## config.mk

```make
export PLATFORM = sky130hd
export DESIGN_NAME = press_classifier
export DESIGN_NICKNAME = d
export VERILOG_FILES = /design/src/rtl/press_classifier.sv
export SDC_FILE = /design/constraint.sdc
export NUM_CORES = 1
export LEC_CHECK = 0
export ABC_AREA = 1
export CAP_MARGIN = 40
export CORE_AREA = 2 2 62 64
export DETAILED_ROUTE_END_ITERATION = 7
export DIE_AREA = 0 0 64 66
export GPL_ROUTABILITY_DRIVEN = 0
export GPL_TIMING_DRIVEN = 0
export PLACE_DENSITY_LB_ADDON = 0.08
export SKIP_LAST_GASP = 1
export SYNTH_ARGS = -nofsm -noshare
export SYNTH_HDL_FRONTEND = slang
export SYNTH_SLANG_ARGS = --single-unit
export TNS_END_PERCENT = 1
```

## constraint.sdc

```tcl
create_clock -name clk_i -period 2 [get_ports clk_i]
set_input_delay 0.3 -clock clk_i [delete_from_list [all_inputs] [get_ports clk_i]]
set_output_delay 0.3 -clock clk_i [all_outputs]
set_load 0.02 [all_outputs]
```

## src/rtl/press_classifier.sv

```systemverilog
// Classifies a debounced button level into press, short, long and auto-repeat
// pulses. Every output leaves a flop, so sw_state_i never reaches a pin combinationally.
//
// state     | meaning
// ----------+-------------------------------------------------------------
// IDLE      | button released, timer parked at 0, waiting for a rising level
// PRESSED   | held, counting toward the long threshold
// LONG_HELD | held past the long threshold, emitting auto-repeat steps

module press_classifier #(
    parameter int LONG_TICKS   = 50000000,
    parameter int REPEAT_TICKS = 10000000,
    parameter int CNT_W        = 26
) (
    input  logic clk_i,
    input  logic rst_i,
    input  logic sw_state_i,
    output logic press_o,
    output logic short_o,
    output logic long_o,
    output logic repeat_o,
    output logic step_o,
    output logic held_o
);

    typedef enum logic [1:0] {
        IDLE      = 2'd0,
        PRESSED   = 2'd1,
        LONG_HELD = 2'd2
    } state_t;

    // The timer starts at 0 in the cycle after a press or repeat, so the
    // terminal count sits one below the tick count.
    localparam logic [CNT_W-1:0] LONG_LAST   = CNT_W'(LONG_TICKS - 1);
    localparam logic [CNT_W-1:0] REPEAT_LAST = CNT_W'(REPEAT_TICKS - 1);
    localparam logic [CNT_W-1:0] TIMER_ONE   = CNT_W'(1);

    state_t           state_q;
    state_t           state_d;
    logic [CNT_W-1:0] timer_q;
    logic [CNT_W-1:0] timer_d;
    logic             sw_prev_q;
    logic             press_d;
    logic             short_d;
    logic             long_d;
    logic             repeat_d;

    always_comb begin
        state_d  = state_q;
        timer_d  = timer_q;
        press_d  = 1'b0;
        short_d  = 1'b0;
        long_d   = 1'b0;
        repeat_d = 1'b0;

        case (state_q)
            IDLE: begin
                timer_d = '0;
                if (sw_state_i && !sw_prev_q) begin
                    state_d = PRESSED;
                    press_d = 1'b1;
                end
            end

            PRESSED: begin
                // Release is tested first so it wins the race at the threshold.
                if (!sw_state_i) begin
                    state_d = IDLE;
                    short_d = 1'b1;
                    timer_d = '0;
                end else if (timer_q == LONG_LAST) begin
                    state_d  = LONG_HELD;
                    long_d   = 1'b1;
                    repeat_d = 1'b1;
                    timer_d  = '0;
                end else begin
                    timer_d = timer_q + TIMER_ONE;
                end
            end

            LONG_HELD: begin
                if (!sw_state_i) begin
                    state_d = IDLE;
                    timer_d = '0;
                end else if (timer_q == REPEAT_LAST) begin
                    repeat_d = 1'b1;
                    timer_d  = '0;
                end else begin
                    timer_d = timer_q + TIMER_ONE;
                end
            end

            default: begin
                state_d = IDLE;
                timer_d = '0;
            end
        endcase
    end

    always_ff @(posedge clk_i or negedge rst_i) begin
        if (!rst_i) begin
            state_q   <= IDLE;
            timer_q   <= '0;
            sw_prev_q <= 1'b0;
            press_o   <= 1'b0;
            short_o   <= 1'b0;
            long_o    <= 1'b0;
            repeat_o  <= 1'b0;
            step_o    <= 1'b0;
            held_o    <= 1'b0;
        end else begin
            state_q   <= state_d;
            timer_q   <= timer_d;
            sw_prev_q <= sw_state_i;
            press_o   <= press_d;
            short_o   <= short_d;
            long_o    <= long_d;
            repeat_o  <= repeat_d;
            step_o    <= press_d | repeat_d;
            held_o    <= (state_d != IDLE);
        end
    end

endmodule

```

Word-level counts from Yosys, hierarchy flattened

Cells that the tools add are included.

Register bits after elaboration: 35
Input port bits: 3
Output and inout bits: 6
Logic and storage cells: 39

Add/sub/neg operators: 1
Equal/unequal tests: 4
Multiplexer cells: 20
Bitwise logic cells: 1
Reductions and logical operators: 4

Operator list:

| operator                                        | count |
|---|---|
| two-way mux 26 bit                              | 4 |
| one-hot mux 26 bit (2 select lines)             | 1 |
| adder 26 x 1 -> 26 bit, second input constant   | 1 |
| == test 26 x 24 -> 1 bit, second input constant | 1 |
| == test 26 bit, second input constant           | 1 |
| two-way mux 1 bit                               | 9 |
| two-way mux 2 bit                               | 4 |
| one-hot mux 2 bit (3 select lines)              | 1 |
| == test 2 x 1 -> 1 bit, second input constant   | 1 |
| == test 2 bit, second input constant            | 1 |
| zero test 2 bit                                 | 1 |
| one-hot mux 1 bit (2 select lines)              | 1 |
| nonzero test 2 bit                              | 1 |
| logical AND 1 bit                               | 1 |
| zero test 1 bit                                 | 1 |
| bitwise OR 1 bit                                | 1 |

Depth between registers and ports, before layout

Depth after elaboration: 5
Mapped depth: 11
Mapped depth without buffers: 10

Worst setup path after synthesis

No wires, ideal clock.

Path kind: reg2reg
From: register timer_q[0]
To: register timer_q[18]
Library setup time: 0.121 ns
Arrival time: 1.411 ns
Slack: 0.468 ns
Cell stages (with the launch flop): 12
Path buffers: 1
Cells stage by stage: dfrtp_1 -> ha_1 -> nand3_2 -> inv_2 -> nand2_2 -> nor2_2 -> nand2_1 -> nand2_1 -> nand2_2 -> nand2_4 -> buf_12 -> nor2_1

Word-level cells in the longest chain between the ends: 4
Elaborated cells between the ends (all ways): 8
Classes of those cells: 1 x add/sub; 2 x eq/ne; 5 x mux

RTL lines:

| item                                                 | RTL line | RTL |
|---|---|---|
| start, declared                                      | 40       | `logic [CNT_W-1:0] timer_q;` |
| start signal, assigned                               | 113      | `timer_q <= timer_d;` |
| adder 26 x 1 -> 26 bit, or another cell as far along | 77, 89   |  |
| two-way mux 26 bit (on tied branches)                | 85, 71   |  |
| two-way mux 26 bit (on tied branches)                | 82, 67   |  |
| one-hot mux 26 bit (2 select lines) *                | 56       | `case (state_q)` |
| named net timer_d[18]                                | 41       | `logic [CNT_W-1:0] timer_d;` |

The timed path passes the listed nets; every way through them passes the cells marked *.

Worst setup path after layout

From: register timer_q[0]
To: register timer_q[14]

Same word-level chain as after synthesis.

==> summary.md <==
| Metric | Value |
|---|---|
| Outcome | `complete, no violations` |
| Vias per cell | `4.810` |
| Upper clock frequency limit | `0.5591 GHz` |
| Seq. cell area | `875.8 um^2` |
| Clk slew on worst S/H paths | `0.11 ns` |
| Fin. max-slew vios | `0` |
| Max stage delay on crit path | `0.43 ns` |
| Share of post-route cells with drive strength above 1 | `11.81%` |
| # diodes | `0` |
| Startpoint Class | `flop` |
| Antenna violations before repair | `0` |
| Postcts setup bufs | `0` |
| Unrepaired setup endpoints after global routing | `false` |
| Worst-path cell chain | `ha_1 > nand3_2 > inv_2 > nand2_2 > inv_1 > nand3_1 > nand2_1 > nand2_2 > nand2_4 > buf_12 > nor2_1` |
| Final Routed Wirelength | `4099 um` |
| Routed Antenna Nets | `0` |
| Crit Path Max Fanout | `10` |
| Fin crit share | `89.43%` |
| Starting density of the core | `57.65%` |
| Via Count | `1,616` |
| Syn Nets | `280` |
| Number of distinct library cells after synthesis | `19` |
| CTS tree | `yes` |
| Drt first pass iters | `4` |
| Register area share after synthesis | `42.79%` |
| Number of synthesized register bits | `35` |
| Final core occ | `62.86%` |
| Grt ovf | `0` |
| Core ar. | `3551 um^2` |
| HPWL Detailed | `3088 um` |
| # DRC | `0` |
| PortBufs | `8` |
| CTS H-tree depth | `2` |
| Drt first-iter violations | `70` |
| Worst skew pair latency | `0.35 ns` |
| Actual slew at the worst max-slew pin | `0.7906 ns` |
| Hold_buf cts | `0` |
| CP endpoint kind | `flop` |
| Max-slew headroom | `47.29%` |
| Leak | `0.9697 nW` |
| PD cells | `625.6 nW/um^2` |
| Number of global-route vias before repair | `1,662` |
| Nets | `295` |
| Avg Cell Area, Syn | `7.526 um^2` |
| Most frequent CP cell | `nand2_2` |
| Ports | `9` |
| Hold Vio Cnt, Final | `0` |
| Skew final | `0.01026 ns` |
| WL/cell | `12.20 um` |
| Worst setup path category | `flop to flop` |
| # setup viols final | `0` |
| Mapped Cells | `272` |
| Hold Path Class | `input pin to async pin` |
| Crit-path leading delay family | `simple AND/OR/NAND/NOR gates` |
| Cell Area, Synth | `2047 um^2` |
| Clk root buf | `clkbuf_4` |
| Wire length of the first global-routing pass | `7286 um` |
| Slowest CP cell | `dfrtp_1` |
| WP data arrival | `2.04 ns` |
| Syn. warnings | `0` |
| Fillers | `326` |
| Multi-input logic area | `1003 um^2` |
| CTS Buf Count | `5` |
| Clk sinks | `35` |
| Die span in x | `64 um` |
| Crit path required time | `2.25 ns` |
| Minimum clock period | `1.789 ns` |
| Post-CTS Resized | `0` |
| Synth-to-Final Area Change | `9.046%` |
| Fin cells | `336` |
| Die height | `66 um` |
| Dpl cells | `328` |
| Peak VDD IR | `0.4679 mV` |
| Largest net degree at the start of global routing | `36` |
| Die area | `4224 um^2` |
| GR Util All Layers | `23.10%` |
| Max-cap violation count | `0` |
| FP Rows | `22` |
| Hold slack | `0.02385 ns` |
| Max clock buf depth | `2` |
| Buf/Inv on CP | `3` |
==> worst reg2reg max path: cells and delay by family, from the launching register on <==
| kind | cells | cell delay, ns |
|---|---|---|
| flip-flops | 1 | 0.43 |
| AND/OR/NAND/NOR | 7 | 0.66 |
| adder cells (fa/ha/maj) | 1 | 0.24 |
| buffers and inverters | 3 | 0.37 |
==> layout make-up <==
class	count	share of cell area [%]
clock buffer	7	2.018
inverter	34	5.717
clock inverter	1	0.2242
multi-input combinational	201	44.96
timing repair buffer	8	3.363
sequential	35	39.24
tap	48	2.691
buffer	2	1.794
==> worst paths after layout <==
| path | to | slack (ns) | from | cells past startpoint |
|---|---|---|---|---|
| max in group asynchronous | timer_q[1] | 1.48 | rst_i | 1 |
| setup / recovery | timer_q[14] | 0.21 | timer_q[0] | 11 |
| hold / removal | timer_q[15] | 0.02 | rst_i | 1 |
| hold reg to reg | timer_q[0] | 0.51 | timer_q[0] | 1 |
| setup reg to reg | timer_q[14] | 0.21 | timer_q[0] | 11 |
| min in group clk_i | sw_prev_q | 0.50 | sw_state_i | 1 |
==> sequential cells by signal, summed over array words and instances, names as in the netlist <==
signal	cells
press_o	1
long_o	1
state_q	2
sw_prev_q	1
step_o	1
repeat_o	1
timer_q	26
short_o	1
held_o	1
==> metrics by stage <==
step	TNS [ns]	total power [mW]	area, um^2	setup WS, ns
2_1_floorplan	0	0.9448	2047	0.4679
5_1_grt	0	1.463	2232	0.07572
6_report	0	1.396	2232	0.2114
3_3_place_gp	-5.280	1.036	2187	-0.1522
3_5_place_dp	0	1.039	2182	0.2094
4_1_cts	0	1.416	2232	0.1865
==> routing by layer <==
metal	wire length (um)	part of all wire, %	GRT usage (%)	vias up
li1	-	-	-	851
met1	2007	49	29.97	735
met2	1877	46	37.11	22
met3	135	3.3	4.259	8
met4	78	1.9	11.41	0
met5	0	0	0	-
==> power breakdown <==
part	switching [mW]	total, mW	internal, mW	leakage (nW)
clock	0.238	0.375	0.137	0.0293
combinational	0.160	0.263	0.103	0.459
sequential	0.0179	0.758	0.740	0.482
total	0.416	1.40	0.980	0.970
==> cells in the final DEF, fill, tap and decap left out, drive strengths merged <==
| cell | count |
|---|---|
| nor2 | 77 |
| nand2 | 75 |
| dfrtp | 35 |
| inv | 34 |
| nand3 | 16 |
| xor2 | 11 |
| xnor2 | 8 |
| clkdlybuf4s50 | 7 |
| clkbuf | 7 |
| ha | 5 |
| nor3 | 4 |
| buf | 3 |
| o21ai | 2 |
| nand4 | 2 |
| a21oi | 1 |
| clkinv | 1 |
==> synth_stat cells <==
master	number	share of area (%)
buf_12	2	2.0
ha_1	5	3.1
nor3_1	3	0.73
a21oi_1	1	0.24
nand2_1	70	13
xnor2_1	8	3.4
nor2_1	60	11
xor2_1	11	4.7
nand4_1	2	0.61
nand3_1	15	3.7
o21ai_0	2	0.49
nand3_2	1	0.49
dfrtp_1	35	43
nand2_4	1	0.55
nor3_4	1	0.79
inv_1	33	6.1
nand2_2	4	1.2
inv_2	1	0.18
nor2_2	17	5.2
==> cells by family after synthesis <==
group,Yosys count,synth area share (%)
AO/OA/AOI/OAI,3,0.7333
XOR/XNOR,19,8.130
adder cells (fa/ha/maj),5,3.056
buffers and inverters,36,8.191
flip-flops,35,42.79
AND/OR/NAND/NOR,174,37.10
Note: power is estimated with default switching activity, not from simulation.
